**src/rtl/mem_alu_sequencer.sv**
```systemverilog
// mem_alu_sequencer
// -----------------
// Command sequencer that sits directly upstream of the 32x8 register-file/ALU block.
// It accepts one instruction at a time over a valid/ready handshake and latches it.
// It then walks IDLE -> SETUP -> STROBE -> CAPTURE.
// During that walk it drives the memory address, data, strobes and ALU function select.
// At the end it captures load data or ALU flags.
//
// Ports:
//   clk, rst_n           rising-edge clock, synchronous active-low reset
//   instr_valid/ready    instruction handshake (ready only in IDLE)
//   instr_op/addr/data   opcode, register address, store data
//   mem_address          register-file address (held SETUP..CAPTURE)
//   mem_data_input       register-file write data (held SETUP..CAPTURE)
//   mem_write_enable     one-cycle write strobe (STORE)
//   mem_read_enable      one-cycle read strobe (LOAD)
//   mem_output_data      register-file read data
//   alu_function_select  00 ADD, 01 SUB, 10 CMP, 11 INC
//   alu_result           ALU result, top bit is carry/borrow
//   flags                {cmp, negative, zero, carry}
//   rd_data/rd_valid     last LOAD result and its one-cycle pulse
//   err                  sticky illegal-opcode indicator
module mem_alu_sequencer #(
  parameter int ADDR_W = 5,
  parameter int DATA_W = 8
) (
  input  logic              clk,
  input  logic              rst_n,
  input  logic              instr_valid,
  output logic              instr_ready,
  input  logic [2:0]        instr_op,
  input  logic [ADDR_W-1:0] instr_addr,
  input  logic [DATA_W-1:0] instr_data,
  output logic [ADDR_W-1:0] mem_address,
  output logic [DATA_W-1:0] mem_data_input,
  output logic              mem_write_enable,
  output logic              mem_read_enable,
  input  logic [DATA_W-1:0] mem_output_data,
  output logic [1:0]        alu_function_select,
  input  logic [DATA_W:0]   alu_result,
  output logic [3:0]        flags,
  output logic [DATA_W-1:0] rd_data,
  output logic              rd_valid,
  output logic              err
);

  localparam logic [2:0] OP_NOP   = 3'b000;
  localparam logic [2:0] OP_STORE = 3'b001;
  localparam logic [2:0] OP_LOAD  = 3'b010;
  localparam logic [2:0] OP_ADD   = 3'b011;
  localparam logic [2:0] OP_SUB   = 3'b100;
  localparam logic [2:0] OP_CMP   = 3'b101;
  localparam logic [2:0] OP_INC   = 3'b110;
  localparam logic [2:0] OP_ILL   = 3'b111;

  typedef enum logic [1:0] {
    S_IDLE,
    S_SETUP,
    S_STROBE,
    S_CAPTURE
  } state_t;

  state_t            r_state;
  logic [2:0]        r_op;
  logic              r_ready;
  logic [ADDR_W-1:0] r_addr;
  logic [DATA_W-1:0] r_data;
  logic              r_we;
  logic              r_re;
  logic [1:0]        r_fsel;
  logic [3:0]        r_flags;
  logic [DATA_W-1:0] r_rdData;
  logic              r_rdValid;
  logic              r_err;

  logic              w_isAluLatched;
  logic              w_isAluIn;
  logic [1:0]        w_fselIn;
  logic [3:0]        w_aluFlags;

  // Classify the incoming opcode and translate ALU ops to the 2-bit select.
  always_comb begin
    w_isAluIn = 1'b0;
    w_fselIn  = r_fsel;
    case (instr_op)
      OP_ADD: begin w_isAluIn = 1'b1; w_fselIn = 2'b00; end
      OP_SUB: begin w_isAluIn = 1'b1; w_fselIn = 2'b01; end
      OP_CMP: begin w_isAluIn = 1'b1; w_fselIn = 2'b10; end
      OP_INC: begin w_isAluIn = 1'b1; w_fselIn = 2'b11; end
      default: begin w_isAluIn = 1'b0; w_fselIn = r_fsel; end
    endcase
  end

  // Flags derived from the settled ALU result of the latched operation.
  // The compare bit only survives a CMP; other ALU ops clear it.
  always_comb begin
    w_isAluLatched = (r_op == OP_ADD) || (r_op == OP_SUB) ||
                     (r_op == OP_CMP) || (r_op == OP_INC);
    w_aluFlags[0]  = alu_result[DATA_W];
    w_aluFlags[1]  = (alu_result[DATA_W-1:0] == '0);
    w_aluFlags[2]  = alu_result[DATA_W-1];
    w_aluFlags[3]  = (r_op == OP_CMP) & alu_result[0];
  end

  // Sequencer FSM with every output registered.
  // Strobes and rd_valid default low each cycle, so they can only ever be one-cycle pulses.
  always_ff @(posedge clk) begin
    if (!rst_n) begin
      r_state   <= S_IDLE;
      r_op      <= OP_NOP;
      r_ready   <= 1'b1;
      r_addr    <= '0;
      r_data    <= '0;
      r_we      <= 1'b0;
      r_re      <= 1'b0;
      r_fsel    <= 2'b00;
      r_flags   <= 4'b0000;
      r_rdData  <= '0;
      r_rdValid <= 1'b0;
      r_err     <= 1'b0;
    end else begin
      r_we      <= 1'b0;
      r_re      <= 1'b0;
      r_rdValid <= 1'b0;
      case (r_state)
        S_IDLE: begin
          if (instr_valid) begin
            if (instr_op == OP_ILL) begin
              r_err <= 1'b1;
            end else if (instr_op != OP_NOP) begin
              // Latch everything now so later input changes cannot leak in.
              r_op    <= instr_op;
              r_addr  <= instr_addr;
              r_data  <= instr_data;
              r_ready <= 1'b0;
              r_state <= S_SETUP;
              if (w_isAluIn) begin
                r_fsel <= w_fselIn;
              end
            end
          end
        end
        S_SETUP: begin
          r_state <= S_STROBE;
          r_we    <= (r_op == OP_STORE);
          r_re    <= (r_op == OP_LOAD);
        end
        S_STROBE: begin
          // Read data and ALU result have had the whole STROBE cycle to settle.
          r_state <= S_CAPTURE;
          if (r_op == OP_LOAD) begin
            r_rdData  <= mem_output_data;
            r_rdValid <= 1'b1;
          end
          if (w_isAluLatched) begin
            r_flags <= w_aluFlags;
          end
        end
        S_CAPTURE: begin
          r_state <= S_IDLE;
          r_ready <= 1'b1;
        end
        default: begin
          r_state <= S_IDLE;
          r_ready <= 1'b1;
        end
      endcase
    end
  end

  assign instr_ready         = r_ready;
  assign mem_address         = r_addr;
  assign mem_data_input      = r_data;
  assign mem_write_enable    = r_we;
  assign mem_read_enable     = r_re;
  assign alu_function_select = r_fsel;
  assign flags               = r_flags;
  assign rd_data             = r_rdData;
  assign rd_valid            = r_rdValid;
  assign err                 = r_err;

endmodule

```
**config.mk**
```make
export PLATFORM = sky130hd
export DESIGN_NAME = mem_alu_sequencer
export DESIGN_NICKNAME = d
export VERILOG_FILES = /design/src/rtl/mem_alu_sequencer.sv
export SDC_FILE = /design/constraint.sdc
export NUM_CORES = 1
export LEC_CHECK = 0
export ABC_AREA = 1
export BUFFER_PORTS_ARGS = -buffer_cell sky130_fd_sc_hd__buf_2
export CAP_MARGIN = 10
export CORE_MARGIN = 2
export CORE_UTILIZATION = 25
export CTS_CLUSTER_DIAMETER = 50
export DETAILED_ROUTE_END_ITERATION = 12
export HOLD_SLACK_MARGIN = 0.1
export PLACE_DENSITY = 0.55
export SLEW_MARGIN = 40
export SYNTH_ARGS = -nofsm -noshare
export SYNTH_HDL_FRONTEND = slang
export SYNTH_SLANG_ARGS = --single-unit
```
**constraint.sdc**
```tcl
create_clock -name clk -period 1.5 [get_ports clk]
set_input_delay 0.45 -clock clk [delete_from_list [all_inputs] [get_ports clk]]
set_output_delay 0.45 -clock clk [all_outputs]
set_load 0.02 [all_outputs]
```
Word level (Yosys, flattened, before mapping)
Cells that the tools add are included.

word-level totals
  register bits after elaboration = 37
  bits of input ports = 36
  logic and storage cells = 60

operators by class
  equal/unequal tests = 17
  mux-type cells = 11
  bitwise gates (word level) = 2
  reductions and logical operators = 18

operators with widths
  cell                  count
  $eq A3 B3 Y1 const B  7
  $pmux W2 S4           2
  $eq A3 B2 Y1 const B  3
  $logic_not A8 Y1      1
  $reduce_and A2 Y1     4
  $reduce_and A4 Y1     2
  $mux W2               3
  $ne A2 B2 Y1 const B  3
  $reduce_and A3 Y1     2
  $reduce_and A6 Y1     1
  $mux W1               5
  $eq A2 B2 Y1 const B  2
  $reduce_bool A4 Y1    1
  $reduce_or A4 Y1      1
  $eq A3 B1 Y1 const B  1
  $logic_or A1 B1 Y1    3
  $reduce_bool A3 Y1    1
  $eq A2 B1 Y1 const B  1
  $logic_not A2 Y1      1
  $pmux W1 S2           1
  $reduce_bool A2 Y1    1
  $and A1 B1 Y1         1
  $not A1 Y1            1

Depth between registers and ports, before layout
  depth after elaboration = 5
  depth in mapped cells = 9
  depth with buffers taken out = 8

Least setup slack after synthesis
Ideal clock, no wire load.

  kind = register to register
  start point = register r_state[1]
  end point = register r_ready (netlist: instr_ready)
  library setup time = 0.117 ns
  arrival = 1.237 ns
  required time = 1.383 ns
  path slack = 0.146 ns
  stages on the path, launching flop included = 9
  path buffers = 1
  clock period less this slack = 1.354 ns
  path through = dfxtp_1 -> inv_1 -> ha_1 -> nand2_1 -> inv_2 -> nand3_4 -> buf_4 -> a21oi_1 -> nand2_1

on the way
  word-level cells in the longest chain between the ends = 3

RTL lines
  item                                                                        RTL line  source
  from (decl)                                                                 63        state_t r_state;
  from (signal assigned)                                                      109       r_state <= S_IDLE;
  from (signal assigned)                                                      136       r_state <= S_SETUP;
  from (signal assigned)                                                      144       r_state <= S_STROBE;
  $eq A2 B2 Y1 / $logic_not A2 Y1 (equally long branches)                     125       case (r_state)
  $reduce_bool A2 Y1 (no source line) / $ne A2 B2 Y1 (equally long branches)  -
  $reduce_and A4 Y1 (no source line)                                          -
  to (signal assigned)                                                        135       r_ready <= 1'b0;
  to (signal assigned)                                                        161       r_ready <= 1'b1;
  to (signal assigned)                                                        165       r_ready <= 1'b1;
  to (decl)                                                                   65        logic r_ready;

Parallel ways exist; a longest one is shown, timed or not.
A chain may end at the register's enable or synchronous reset.

Worst setup path in the final report
Ends and elaborated chain as after synthesis.

==> results.md <==
- Multi-input gate area: 634 um2
- Worst path slowest cell: dfxtp_1
- RSZ-0062 raised after global routing: no
- CTS tree: done
- GRT overflow: 0
- CTS Buf Count: 5
- Fillers: 625
- Die H: 80.8 um
- Compound-Gate Fraction of Synth Area: 0.124
- Synth-to-layout area growth: 38.2%
- Total power: 0.00278 W
- Post-detail-place hpwl: ~2.6 mm
- Fin. Hold Viols: 0
- Critical R2R Launch: r_state[1]
- Clock-pin slew on the worst setup and hold paths: 0.07 ns
- Hold Path Sink: rd_data[6]
- First-pass GRT wire length: 5.84 mm
- Power density cells: between 1000 and 1500 nW/um2
- Hold_buf cts: 0
- Nature of the critical path endpoint: flip-flop
- Slew headroom: 0.802
- Crit path cell chain: inv_1 > ha_1 > nand2_1 > inv_2 > nand3_4 > buf_4 > a21oi_1 > nand2_1
- WS Path Type: flip-flop to flip-flop
- Synthesized flop and latch total: 37
- Post-Syn Instances: 195
- Clk buf depth: 2
- Post-synthesis mux area share: 0
- Seq/Total Area, Yosys: 0.502
- Pin count of the biggest net entering global routing: 17
- WP data required: roughly 1.7 ns
- Fin crit period: 1.34 ns
- Commonest cells after routing, fill and taps aside: 67 x buf_2, 50 x nand2_1, 36 x dfxtp_1, 33 x nor2_1, 21 x a21oi_1
- RePlAce Congestion: 0.722
- Worst clock skew: about 0.0065 ns
- Share of layout cells above drive strength 1: 0.343
- Yosys cell types: 22
- Root buffer cell: clkbuf_8
- Die area: 6530 um2
- Hold Startpoint: mem_output_data[6]
- Simple-Gate Fraction of Synth Area: 0.272
- Core area: roughly 5600 um2
- Worst Tran Pin Value: roughly 0.30 ns
- DR WL/cell: 10.2 um
- WP depth: 8
- Largest delay share family, worst path: buffers and inverters
- Initial antenna violation count: 0
- Max Freq: 745 MHz
- Via count: 1,434
- Cell Rows: 27
- Register area: 742 um2
- DR pass1 iterations: 4
- Setup TNS: 0 ns
- CP startpoint kind: flip-flop
- Crit share post-route: 0.895
- Largest family of logic cells by synthesized area: simple AND/OR/NAND/NOR gates
- DR DRC count: 0
- Syn Std Cell Area: approximately 1500 um2
- Critical path arrival: 1.51 ns
- Hold Path Cell Cnt: 3
- # IOs: 68
- Die span in x: 80.8 um
- Critical register-to-register path endpoint: instr_ready
- LEAKAGE: 0.995 nW
- Slowest stage delay, CP: between 0.3 and 0.4 ns
- Mean post-synth cell area: approximately 7.6 um2
- Clk Latency, worst-skew pair: around 0.28 ns
- Post-synthesis adder-cell area fraction: 0.0339
- MaxCap Viol Count: 0
- Clock sinks: 37
- Net count after synthesis: 235
- Yosys warns: 0
- Crit Path Max Fanout: 6
- Crit path top cell by count: nand2_1
- CTS H-tree lvls: 2
- Post-Route WL: around 3.5 mm
- Hold Crit Class: input pin to flip-flop
- Buffers and inverters on the worst path: 3
- Port bufs: 67
- Antenna diode count: 0
- DR vias/cell: 4.14
- Status: complete, no violations
- Final ANT Viol Nets: 0
- Worst Reg-to-Reg Cells: 8
- Post-Synth XOR/XNOR Area: 0
- Vias in the first global route: between 1,000 and 1,500
- Final setup violation count: 0
- Most common cell after layout, fill and taps aside: buf_2
- GRT Resource Usage Total: 0.116
- Initial DRC Count: 33
- Peak VDD IR: between 0.0005 and 0.0006 V
- Final Max Tran Viols: 0
- Final nets: 314
- R2r setup slk: 0.16 ns
- Initial Utilization: 0.263
## worst register-to-register path: stages (launching register included)
cell and delay, ns:
dfxtp_1 0.33, inv_1 0.09, ha_1 0.16, nand2_1 0.07
inv_2 0.10, nand3_4 0.12, buf_4 0.18, a21oi_1 0.11
nand2_1 0.06
## metal layers
layer / track usage / share of wire / vias up
met5: 0 / 0 / -
met2: 0.176 / 0.43 / 39
met4: 0.0508 / 0.016 / 0
met1: 0.151 / 0.48 / 613
li1: - / - / 775
met3: 0.0389 / 0.073 / 7
## worst max-delay path by stage
stage / from / to / slack, ns
after floorplan: r_state[1] / instr_ready / 0.15
after global placement: instr_op[1] / mem_data_input[2] / 0.14
after detailed placement: instr_op[1] / mem_data_input[2] / 0.08
after CTS: r_state[0] / mem_data_input[7] / 0.1
after global routing: r_state[1] / instr_ready / 0.02
final: r_state[1] / instr_ready / 0.16
## per-stage QoR
stage / instance area, um2 / util / hold slack [ns] / worst slack [ns] / cells
detailed placement: 1920 / 0.343 / 0.432 / 0.0813 / 336
CTS: 2010 / 0.358 / 0.375 / 0.0973 / 343
global route: 2040 / 0.363 / 0.387 / 0.0226 / 346
finish: 2040 / 0.363 / 0.388 / 0.158 / 346
global placement: 1920 / 0.343 / 0.427 / 0.135 / 336
floorplan: 1480 / - / 0.464 / 0.146 / 195
## sequential cells by signal (all words and copies together) (netlist names), 2 cells and up
name and flops:
flags 4, mem_address 5, r_op 3, mem_data_input 8, rd_data 8, r_state 2
alu_function_select 2
## synth_stat cells, drive strengths merged
cell type / count / area share
a21oi: 23 / 0.083
nand4: 3 / 0.013
dfxtp: 37 / 0.50
buf: 4 / 0.018
o21ai: 12 / 0.041
nand3: 6 / 0.032
nor4: 1 / 0.0042
ha: 4 / 0.034
clkbuf: 1 / 0.0025
inv: 18 / 0.047
nor2: 34 / 0.088
nand2: 51 / 0.13
nor3: 1 / 0.0034
## power breakdown
part / internal (W) / switching, W
Sequential: 0.00112 / 0.0000798
Combinational: 0.000355 / 0.000536
Clock: 0.000364 / 0.000324
Total: 0.00184 / 0.000940
## cell families after synthesis
| logic type | count (synthesis) |
|---|---|
| flip-flops | 37 |
| AO/OA/AOI/OAI | 35 |
| buffers and inverters | 23 |
| adder cells (fa/ha/maj) | 4 |
| AND/OR/NAND/NOR | 96 |
## timing repair
item | 4_1_cts | 5_1_grt
resized for setup | 0 | 3
hold endpoints to repair | 0 | 0
setup endpoints to repair | 0 | 18
setup buffers | 0 | 3
## area by class of cell
cell class                      instances  area share
Multi-Input combinational cell        135       0.311
Tap cell                               72      0.0442
Timing Repair Buffer                   77       0.201
Clock buffer                            7      0.0424
Inverter                               18      0.0368
Sequential cell                        37       0.364
(Power assumes the default switching activity.)
